<file path="config.mk">
export PLATFORM = sky130hd
export DESIGN_NAME = uart_word_packer
export DESIGN_NICKNAME = d
export VERILOG_FILES = /design/src/rtl/uart_word_packer.sv
export SDC_FILE = /design/constraint.sdc
export NUM_CORES = 1
export LEC_CHECK = 0
export BUFFER_PORTS_ARGS = -buffer_cell sky130_fd_sc_hd__buf_2
export CORE_MARGIN = 2
export CORE_UTILIZATION = 54
export CTS_CLUSTER_SIZE = 25
export DETAILED_ROUTE_END_ITERATION = 8
export GPL_TIMING_DRIVEN = 0
export PLACE_DENSITY = 0.77
export SYNTH_ARGS = -nofsm -noshare
export SYNTH_HDL_FRONTEND = slang
export SYNTH_SLANG_ARGS = --single-unit
</file>
<file path="constraint.sdc">
create_clock -name clock -period 2.3 [get_ports clock]
set_clock_uncertainty 0.2 [all_clocks]
set_input_delay 0.23 -clock clock [delete_from_list [all_inputs] [get_ports clock]]
set_output_delay 0.23 -clock clock [all_outputs]
set_load 0.005 [all_outputs]
</file>
<file path="src/rtl/uart_word_packer.sv">
// Packs UART receiver bytes little-endian into 32-bit words and queues them in a
// first-word-fall-through FIFO, with sticky overflow / framing-error flags and a partial-word timeout.
module uart_word_packer #(
  parameter int DEPTH        = 4,
  parameter int TIMEOUT_CLKS = 100000
) (
  input  logic                     clock,
  input  logic                     reset,
  input  logic                     rx_ready,
  input  logic [7:0]               rdata,
  input  logic                     ferr,
  output logic                     word_valid,
  output logic [31:0]              word_data,
  input  logic                     word_ready,
  output logic [$clog2(DEPTH):0]   level,
  output logic                     overflow,
  output logic                     frame_err,
  input  logic                     clear_flags
);

  localparam int AW = $clog2(DEPTH);
  localparam int LW = AW + 1;
  localparam int TW = $clog2(TIMEOUT_CLKS + 1);

  typedef enum logic [1:0] {BYTE0, BYTE1, BYTE2, BYTE3} cnt_t;

  cnt_t            cnt_q, cnt_d;
  logic [TW-1:0]   idle_q, idle_d;
  logic [AW-1:0]   wr_q, wr_d, rd_q, rd_d;
  logic [LW-1:0]   level_q, level_d;
  logic            ovf_q, ovf_d, ferr_q, ferr_d;

  logic [3:0][7:0] asm_q;
  logic [31:0]     mem_q [DEPTH];

  logic            byte_ok, push, pop, full, wr_en;
  logic [31:0]     word_new;

  function automatic logic sticky(input logic q, input logic set, input logic clr);
    return set | (q & ~clr);
  endfunction

  assign byte_ok    = rx_ready & ~ferr;
  assign push       = byte_ok & (cnt_q == BYTE3);
  assign full       = (level_q == LW'(DEPTH));
  assign word_valid = (level_q != '0);
  assign pop        = word_valid & word_ready;
  // A full FIFO still takes the new word when the head leaves in the same cycle.
  assign wr_en      = push & (~full | pop);
  assign word_new   = {rdata, asm_q[2], asm_q[1], asm_q[0]};

  always_comb begin
    cnt_d   = cnt_q;
    idle_d  = '0;
    wr_d    = wr_q;
    rd_d    = rd_q;
    level_d = level_q;

    if (rx_ready) begin
      if (ferr) cnt_d = BYTE0;
      else      cnt_d = cnt_t'(cnt_q + 2'd1);
    end else if (cnt_q != BYTE0) begin
      if (idle_q == TW'(TIMEOUT_CLKS - 1)) cnt_d = BYTE0;
      else                                 idle_d = idle_q + 1'b1;
    end

    if (wr_en) wr_d = wr_q + 1'b1;
    if (pop)   rd_d = rd_q + 1'b1;

    case ({wr_en, pop})
      2'b10:   level_d = level_q + 1'b1;
      2'b01:   level_d = level_q - 1'b1;
      default: level_d = level_q;
    endcase

    ovf_d  = sticky(ovf_q, push & ~wr_en, clear_flags);
    ferr_d = sticky(ferr_q, rx_ready & ferr, clear_flags);
  end

  always_ff @(posedge clock or posedge reset) begin
    if (reset) begin
      cnt_q   <= BYTE0;
      idle_q  <= '0;
      wr_q    <= '0;
      rd_q    <= '0;
      level_q <= '0;
      ovf_q   <= 1'b0;
      ferr_q  <= 1'b0;
    end else begin
      cnt_q   <= cnt_d;
      idle_q  <= idle_d;
      wr_q    <= wr_d;
      rd_q    <= rd_d;
      level_q <= level_d;
      ovf_q   <= ovf_d;
      ferr_q  <= ferr_d;
    end
  end

  // Storage needs no reset: the head is masked while empty and every byte lane is rewritten per word.
  always_ff @(posedge clock) begin
    if (byte_ok) asm_q[cnt_q] <= rdata;
    if (wr_en)   mem_q[wr_q]  <= word_new;
  end

  assign word_data = word_valid ? mem_q[rd_q] : '0;
  assign level     = level_q;
  assign overflow  = ovf_q;
  assign frame_err = ferr_q;

endmodule
</file>
==> results.md, run 1 <==
* Residual DRC at 0
* Syn Inst Count at 397
* PD cells at ~1100 mW/mm2
* Non-filler instance count after layout at around 690
* Peak Freq at around 420 MHz
* DRT iter0 DRCs at ~280
* Clock Path Buffers at 2
* Ant diodes at 0
* Worst hold path type: input port to flip-flop
* Slew HR at 25.0%
* DRT antenna net count at 0
* Starting Density at 54.6%
* Synth top area cells: edfxtp_1, mux4_2, dfrtp_1
* Worst path max stage delay at about 0.48 ns
* Status: complete, but fails checks
* Routability cong. at 0.832
* Layout area overhead at 24.1%
* Crit share post-route at 104%
* RR Endpoint: level[2]$_DFFE_PP0P_
* Initial antenna violation count at 0
* Die X at approximately 120 um
* Clock latency on the worst-skew pair at roughly 0.42 ns
* Ports at 52
* Synth Register Bits at 180
* Maxcap violations at 0
* Slowest stage cell, crit path: mux4_2
* Net count, final at between 500 and 600
* Violated checks: negative setup slack
* Wire per inst at between 20 and 25 um
* Critical Path End: word_data[8]
* CTS sink count at 180
* PortBufs at 49
* Max-slew violation count at 0
* Number of flops mapped to enable cells by yosys at approximately 150
* Largest net degree at the start of global routing at 33
* Initial DRT Pass Iterations at 4
* Via count at between 3000 and 4000
* Netlist Area Pre-Place at 0.00714 mm2
* Placed Cells at 622
* Vias in the first global route at between 3000 and 4000
* Min Tclk post-route at around 2.4 ns
* Startpoint Class: flip-flop
* CTS tree: yes
* Critical path class: flip-flop to output pin
* Top cell type's share of synthesized area at approximately 64%
* Root Buffer Master: clkbuf_16
* Placed instance area at 0.00762 mm2
* Clk slew on worst S/H paths at 0.07 ns
* GRT overflow at 0
* Hold slack at approximately 0.059 ns
* Post-route cell area at around 0.0089 mm2
* Leakage at about 3.2 nW
* Share of cells above drive strength 1 at a little over a third
* Prevailing post-synth register cell: edfxtp_1
* Row cnt at 42
* Critical path arrival at approximately 2.0 ns
* Most used cell, CP: buf_12
* Synth area leader: edfxtp_1
* Crit. End Element: output pin
* Final Hold Fails at 0
* First-pass GRT wire length at 21800 um
* Min setup slack post-route at -0.0828 ns
* Htree depth at 4
* Total global-route track usage at a little over a fifth
* Post-Syn Nets at 421
* Setup repair after global routing missed its margin: yes
* Syn Area/Cell at around 18 um2
* Synth Warn # at 0
* Worst EP required at around 1.9 ns
* Netlist cell types at 41
* Worst path cell trace: buf_12 > buf_12 > buf_16 > mux4_2 > and2_1 > buf_2
* Core area at between 0.01 and 0.015 mm2
* Peak VDD IR at 0.706 mV
* Via density at between 5 and 6
* # setup viols final at 19
* Worst slack, placed at -0.606 ns
* Register-to-Register Path Depth at 7
* Crit. Startpoint: rd_q[0]$_DFFE_PP0P_
* Worst Path Max Fanout at 7
* TritonCTS buffer count at 17
* Sequential area share after synthesis at between 70% and 80%
* Slew @ Worst Pin at about 1.1 ns
* Reg-to-Reg Start: level[0]$_DFFE_PP0P_
* Fraction of registers with async set/reset at approximately 16%
* Die area at ~0.014 mm2
* Detailed Place HPWL at between 7000 and 8000 um
* Die H at 119 um
* R2R setup slack at -0.03 ns
* Final wirelength at 14300 um
where the power goes:
group | internal, mW | switching [mW] | total [mW]
Sequential | 3.64 | 0.117 | 3.76
Clock | 1.41 | 1.24 | 2.65
Combinational | 2.20 | 1.37 | 3.57
layout make-up:
cell class	instances	area, um2
clock inverters	12	101
fillers	821	4220
repair buffers	82	742
clock buffers	20	437
well taps	176	220
inverters	9	33.8
plain buffers	13	170
flip-flops and latches	180	5270
multi-input cells	193	1890
routing by layer:
layer	GRT usage [%]	part of all wire, %	vias to the layer above
met5	0	0	-
met4	8.26	1.7	0
met3	4.65	4.4	22
met2	35.3	53	127
met1	27.1	41	1942
li1	-	-	1738
cell usage after synthesis, types with 2 or more instances:
library cell,instances
nor4b_1,2
or3_1,2
o221ai_1,2
a21oi_1,6
nor4_1,3
xnor2_1,12
buf_2,6
nand3_1,10
ha_1,9
mux4_2,32
inv_1,9
clkbuf_1,9
nor2_1,21
edfxtp_1,152
o31ai_1,3
and2_1,40
nand4_1,6
o21ai_0,3
dfrtp_1,28
nor3_1,3
xor2_1,6
nand2_1,14
stage by stage:
stage          TNS (ns)  utilization (%)  total power [mW]
2_1_floorplan    -0.169                -              5.24
3_3_place_gp     -46.98             58.2              6.00
3_5_place_dp     -53.71             58.2              6.07
4_1_cts           -2.10             66.6              9.68
5_1_grt           -2.43             67.7              10.4
6_report         -0.874             67.7              9.99
cells in the final DEF (no fill, tap or decap), types with 14 or more instances in the layout:
cell and count:
and2_4 28, edfxtp_1 152, buf_4 14, dfrtp_1 25, nand2_1 14, nor2_1 20, buf_6 23, clkbuf_16 18
mux4_2 32, buf_2 29
worst max-delay path: cells and delay by family, from the launching register on:
family | cells | cell delay [ns]
buffers and inverters | 4 | 0.51
AND/OR/NAND/NOR | 1 | 0.16
multiplexers | 1 | 0.48
flip-flops | 1 | 0.37
cell families after synthesis:
logic type / synth area share, %
DFF: 73.7
and+or+nand+nor: 8.92
muxes: 10.1
adders and majority gates: 1.86
xor gates and xnor gates: 2.21
buffers and inverters: 1.44
AOI/OAI and AO/OA: 1.79
repair_timing:
item                                    CTS  global route
pin swaps                                24            20
resized for setup                        72            26
endpoints found under the setup margin  163           136
hold buffers                             13             0
setup buffers                             8            10
cloned                                    4             0
endpoints found under the hold margin    88             0
how the worst min path moves through the flow:
| stage | from | end | slack [ns] | depth (start not counted) |
|---|---|---|---|---|
| final | word_ready | rd_q[0]$_DFFE_PP0P_ | 0.06 | 3 |
| after global routing | word_ready | rd_q[0]$_DFFE_PP0P_ | 0.08 | 3 |
| after CTS | word_ready | rd_q[0]$_DFFE_PP0P_ | 0.02 | 3 |
| after detailed placement | asm_q[9]$_DFFE_PP_ | mem_q[3][9]$_DFFE_PP_ | 0.28 | 0 |
| after global placement | asm_q[22]$_DFFE_PP_ | mem_q[3][22]$_DFFE_PP_ | 0.26 | 0 |
| after floorplan | reset | cnt_q[0]$_DFFE_PP0P_ | 0.1 | 1 |
sequential cells by signal (all words and copies together) (netlist names):
signal     count
overflow       1
wr_q           2
mem_q        128
frame_err      1
cnt_q          2
asm_q         24
rd_q           2
idle_q        17
level          3
No activity file was read; power rests on OpenSTA's default activity.
==> run 2, diff against run 1 <==
--- a/config.mk
+++ b/config.mk
@@ -5,13 +5,14 @@
 export SDC_FILE = /design/constraint.sdc
 export NUM_CORES = 1
 export LEC_CHECK = 0
+export ABC_AREA = 1
 export BUFFER_PORTS_ARGS = -buffer_cell sky130_fd_sc_hd__buf_2
 export CORE_MARGIN = 2
 export CORE_UTILIZATION = 54
 export CTS_CLUSTER_SIZE = 25
 export DETAILED_ROUTE_END_ITERATION = 8
 export GPL_TIMING_DRIVEN = 0
-export PLACE_DENSITY = 0.77
+export PLACE_DENSITY = 0.76
 export SYNTH_ARGS = -nofsm -noshare
 export SYNTH_HDL_FRONTEND = slang
 export SYNTH_SLANG_ARGS = --single-unit
==> run 2 against run 1 <==
  * The flow now finishes without violations
  * Synthesized cell count increased by 52%
  * Critical path type unchanged
  * Die area grew 2.5%
  * Wire length increased by 12%
  * Via count increased by 27%
  * Sequential share of layout area grew 0.30 points
  * Total power fell by 3.7%
  * Worst hold slack better by 0.22 ns
  * Final area fell by 0.55%
  * Global-route usage is 2.1 points higher
==> results.md, run 2 <==
* Largest net degree at the start of global routing at 29
* Layout area overhead at 20.3%
* Slew HR at between 20 and 30%
* Worst path cell trace: buf_6 > clkinvlp_4 > buf_4 > nor2_1 > o21ai_0 > a21oi_1 > buf_2
* Via count at between 4000 and 5000
* Non-filler instance count after layout at 886
* Final Hold Fails at 0
* Routability cong. at 0.860
* Net count, final at ~720
* Die H at 120 um
* Critical path class: flip-flop to output pin
* Fraction of registers with async set/reset at around 16%
* Ant diodes at 0
* DRT antenna net count at 0
* Worst hold path type: flip-flop to flip-flop
* PortBufs at 51
* Detailed Place HPWL at ~9700 um
* Worst Path Max Fanout at 10
* Synth Warn # at 0
* Slew @ Worst Pin at around 1.1 ns
* Maxcap violations at 0
* Share of cells above drive strength 1 at between 20 and 25%
* Total global-route track usage at a little under a quarter
* Syn Inst Count at between 600 and 700
* Commonest non-fill, non-tap cell in the layout: nor2_1
* CTS tree: yes
* CTS sink count at 180
* Status: finished clean
* DRT iter0 DRCs at 528
* Critical path arrival at approximately 1.8 ns
* First-pass GRT wire length at about 25000 um
* Core area at 0.0132 mm2
* Synth area leader: edfxtp_1
* TritonCTS buffer count at 17
* Via density at 5.48
* Post-Syn Nets at about 630
* Htree depth at 4
* Residual DRC at 0
* Slowest stage cell, crit path: dfrtp_1
* Syn Area/Cell at approximately 12 um2
* Leakage at 3.27 nW
* Setup repair after global routing missed its margin: yes
* Sequential area share after synthesis at 71.9%
* Synth Register Bits at between 150 and 200
* # setup viols final at 0
* Synth top area cells: edfxtp_1, dfrtp_1, nor2_1
* Most frequent cells in the layout: nor2_1, edfxtp_1, o21ai_0
* Die X at 120 um
* Startpoint Class: flip-flop
* Multi-input gate area at around 0.0018 mm2
* Count leader, synth: nor2_1
* Largest Register: mem_q
* Peak VDD IR at a little over 0.5 mV
* Die area at ~0.015 mm2
* Worst EP required at about 1.9 ns
* Peak Freq at between 400 and 500 MHz
* Filler Cells Inserted at approximately 930
* Initial antenna violation count at 0
* Vias in the first global route at about 4800
* Crit share post-route at 97.4%
* Ports at 52
* Netlist cell types at 30
* Layout Utilization at 66.6%
* Row cnt at 42
* Top cells by count, synth: nor2_1, edfxtp_1, o21ai_0, a21oi_1
* Min Tclk post-route at around 2.2 ns
* Root Buffer Master: clkbuf_16
* Final wirelength at around 16000 um
* Starting Density at 55.3%
* Number of flops mapped to enable cells by yosys at approximately 150
* Crit. End Element: output pin
* Wire per inst at roughly 18 um
* Top cell type's share of synthesized area at 62.3%
* Initial DRT Pass Iterations at 7
* PD cells at approximately 1100 mW/mm2
* Worst path max stage delay at between 0.3 and 0.4 ns
* Largest regs: mem_q x128, asm_q x24, idle_q x17
* Clock Path Buffers at 2
* Clk slew on worst S/H paths at ~0.07 ns
* Netlist Area Pre-Place at about 0.0073 mm2
* Placed Cells at about 830
* Reg area at between 0.005 and 0.006 mm2
* Prevailing post-synth register cell: edfxtp_1
* Clock latency on the worst-skew pair at 0.43 ns
* Max-slew violation count at 0
* GRT overflow at 0
* Max reg flops at between 100 and 150
## run 2: changes by cell type after synthesis, moves of 6 or more
cell,delta
xnor2_1,-10
o21ai_0,+60
nor2_2,+13
nand2_1,+18
a21oi_1,+30
inv_1,+23
mux4_2,-32
buf_4,+6
and2_1,-40
nor2_1,+139
## run 2: final cells by class
type                       instances  share of cell area [%]
buffer                            25                    2.58
clock buffer                      18                    4.87
clock inverter                    13                    1.67
inverter                          37                    1.65
multi-input combinational        361                    20.6
sequential                       180                    59.7
tap                              176                    2.50
timing repair buffer              76                    6.36
## run 2: power by group
| group | internal, mW | leakage (nW) | switching [mW] |
|---|---|---|---|
| logic | 1.23 | 1.25 | 1.83 |
| clock network | 1.61 | 0.283 | 1.21 |
| registers | 3.64 | 1.74 | 0.0948 |
| total | 6.48 | 3.27 | 3.13 |
## run 2: worst max-delay path, delay by kind of cell, from the launching register on
family                 cells  cell delay (ns)
AO/OA/AOI/OAI              2             0.30
buffers and inverters      4             0.62
flip-flops                 1             0.35
AND/OR/NAND/NOR            1             0.11
## run 2: logic make-up (layout without fill, tap and decap cells)
kind of cell | Yosys count | after routing | synth area share (%)
compound gates | 105 | 105 | 7.39
xor+xnor | 12 | 12 | 1.43
simple gates | 234 | 234 | 13.6
buf+inv | 62 | 169 | 3.89
fa+ha+maj | 10 | 10 | 1.81
flops | 180 | 180 | 71.9
## run 2: worst paths after layout
| kind | startpoint | end | slack, ns | depth (start not counted) |
|---|---|---|---|---|
| hold / removal | idle_q[0]$_DFF_PP0_ | idle_q[0]$_DFF_PP0_ | 0.28 | 1 |
| max in group asynchronous | reset | rd_q[0]$_DFFE_PP0P_ | 0.78 | 3 |
| setup / recovery | rd_q[1]$_DFFE_PP0P_ | word_data[13] | 0.06 | 7 |
| setup reg to reg | cnt_q[1]$_DFFE_PP0P_ | mem_q[0][10]$_DFFE_PP_ | 0.13 | 6 |
| hold reg to reg | idle_q[0]$_DFF_PP0_ | idle_q[0]$_DFF_PP0_ | 0.28 | 1 |
| min in group asynchronous | reset | idle_q[2]$_DFF_PP0_ | 0.41 | 3 |
## run 2: routing by layer
layer	up-vias	share of wire, %	global-route usage (%)
li1	2258	-	-
met1	2372	41	30.1
met2	192	49	37.2
met3	34	7.7	6.04
met4	0	2.1	10.4
met5	-	0	0
## run 2: what timing repair did
action,CTS,global route
gates cloned,0,1
hold buffers,15,0
resized for setup,19,32
endpoints found under the setup margin,96,59
endpoints found under the hold margin,89,0
setup buffers,3,2
pin swaps,4,5
## run 2: through the flow
step | instance area (um2) | hold slack [ns] | worst slack (ns) | setup TNS (ns) | total power, mW
6_report | 8810 | 0.277 | 0.0593 | 0 | 9.61
3_3_place_gp | 7810 | 0.235 | -0.805 | -99.41 | 6.45
3_5_place_dp | 7920 | 0.242 | -0.105 | -4.25 | 6.58
5_1_grt | 8810 | 0.297 | -0.0288 | -0.0610 | 10.1
2_1_floorplan | 7340 | 0.0954 | -0.0764 | -9.78 | 5.44
4_1_cts | 8740 | 0.277 | -0.00409 | -0.00409 | 9.49
==> run 3, diff against run 2 <==
==> constraint.sdc (replaced) <==
create_clock -name clock -period 2.3 [get_ports clock]
set_clock_uncertainty 0.2 [all_clocks]
set_input_delay 0.345 -clock clock [delete_from_list [all_inputs] [get_ports clock]]
set_output_delay 0.345 -clock clock [all_outputs]
set_load 0.005 [all_outputs]
==> run 3 against run 2 <==
  * The flow now finishes with violations (negative hold slack, negative setup slack)
  * Flip-flop and latch count did not move
  * Cell count rose by 0.56%
  * Largest power group is now combinational cells
  * Highest routed layer unchanged
  * Fmax fell by 5.5%
  * Worst hold slack got worse by 0.31 ns
  * Combinational power rose by 42%
  * Global-route usage rose by 0.45 points
==> results.md, run 3 (synthesis gave the netlist of run 2 again) <==
* Status: complete, but fails checks
* Violated checks: negative hold slack, negative setup slack
* Worst Path Max Fanout at 5
* DRT antenna net count at 0
* Min setup slack post-route at -0.0718 ns
* Residual DRC at 0
* Combinational share of power at between 30 and 40%
* DRT iter0 DRCs at between 600 and 700
* Via density at about 5.6
* Critical path class: flip-flop to output pin
* Row cnt at 42
* Wire per inst at roughly 20 um
* Largest regs: mem_q x128, asm_q x24, idle_q x17
* First-pass GRT wire length at roughly 25000 um
* Die H at ~120 um
* CTS sink count at 180
* Initial antenna violation count at 0
* Crit. End Element: output pin
* Min Tclk post-route at 2.37 ns
* Worst EP required at 1.75 ns
* # setup viols final at 16
* Final wirelength at around 17000 um
* Clk slew on worst S/H paths at 0.07 ns
* Worst path cell trace: buf_6 > clkinvlp_4 > buf_6 > buf_8 > nor2_2 > o21ai_1 > a21oi_2 > buf_2
* CTS tree: yes
* Slowest stage cell, crit path: dfrtp_1
* Total global-route track usage at between 20% and 30%
* TritonCTS buffer count at 17
* Core area at approximately 0.013 mm2
* Leakage at roughly 3.4 nW
* Ant diodes at 0
* Root Buffer Master: clkbuf_16
* Family with the most delay on the worst path: buffers and inverters
* Ports at 52
* Peak Freq at between 400 and 500 MHz
* Share of cells above drive strength 1 at about a third
* Worst slack, placed at -0.105 ns
* Die X at roughly 120 um
* PD cells at 1170 mW/mm2
* Sw power at about 3.7 mW
* Largest Register: mem_q
* Net count, final at 727
* Most used cell, CP: buf_6
* Htree depth at 4
* Startpoint Class: flip-flop
* Hold slack at -0.0310 ns
* Worst hold path type: input port to async pin
* Pint at 7.22 mW
* Routability cong. at ~0.86
* Commonest non-fill, non-tap cell in the layout: edfxtp_1
* Slew @ Worst Pin at approximately 1.1 ns
* Die area at 0.0145 mm2
* Vias in the first global route at about 4800
* Layout Utilization at 70.6%
* Power Total at roughly 11 mW
* Worst path max stage delay at 0.35 ns
* Detailed Place HPWL at 9720 um
* Critical path arrival at about 1.8 ns
* Layout area overhead at 27.5%
* Clock latency on the worst-skew pair at ~0.43 ns
* GRT overflow at 0
* Starting Density at 55.3%
* Max reg flops at 128
* Crit path buffers/inverters at 5
* Final Hold Fails at 28
* Sequential share of power at 34.4%
* Setup repair after global routing missed its margin: yes
* Slew HR at about 28%
* Setup_tns at -0.435 ns
* Clock Path Buffers at 2
* Maxcap violations at 0
* Peak VDD IR at 0.588 mV
* Most frequent cells in the layout: edfxtp_1, nor2_1, buf_2
* PortBufs at 51
* Switch share at between 30% and 40%
* Via count at between 4000 and 5000
* Largest net degree at the start of global routing at 29
* Max-slew violation count at 0
* Crit share post-route at 103%
* Clock power share at between 20% and 30%
* Initial DRT Pass Iterations at 5
## run 3: layout make-up
class / count / area [um2]
Clock buffer: 18 / 429
Timing Repair Buffer: 82 / 683
Buffer: 24 / 338
Multi-Input combinational cell: 361 / 2110
Clock inverter: 13 / 148
Sequential cell: 180 / 5270
Tap cell: 176 / 220
Fill cell: 843 / 3900
Inverter: 37 / 150
## run 3: final timing paths
check	start	to	slack [ns]	cells past startpoint
max	rd_q[1]$_DFFE_PP0P_	word_data[28]	-0.07	8
min	reset	idle_q[2]$_DFF_PP0_	-0.03	2
max reg2reg	cnt_q[0]$_DFFE_PP0P_	asm_q[19]$_DFFE_PP_	0.19	4
min reg2reg	idle_q[0]$_DFF_PP0_	idle_q[0]$_DFF_PP0_	0.28	1
max in group asynchronous	reset	level[0]$_DFFE_PP0P_	1.22	2
min in group clock	word_ready	rd_q[0]$_DFFE_PP0P_	0.04	3
## run 3: stage by stage
stage               instances  hold WS, ns  instance area, um2
floorplan                 603        0.210                7340
global placement          830        0.251                7810
detailed placement        834        0.261                7920
CTS                       883      0.00666                8840
global route              891       0.0300                9350
finish                    891      -0.0310                9350
## run 3: timing repair
item                                    CTS  global route
hold buffers                              3             0
endpoints found under the hold margin     9             0
resized for setup                        57           148
cloned                                    3             4
endpoints found under the setup margin   96            79
setup buffers                            12             6
pin swaps                                11            52
## run 3: power by group through the flow
stage | Clock [mW] | Combinational [mW] | Sequential (mW)
after detailed placement | 0 | 2.79 | 3.79
after global routing | 2.96 | 4.62 | 3.76
after floorplan | 0 | 1.67 | 3.77
after global placement | 0 | 2.67 | 3.78
after CTS | 2.84 | 3.34 | 3.73
final | 2.82 | 4.34 | 3.75
## run 3: layer usage
layer,routed length (um),GRT usage (%)
met1,6780,30.6
met2,8820,38.4
met3,1270,5.61
met4,538,10.6
met5,0,0
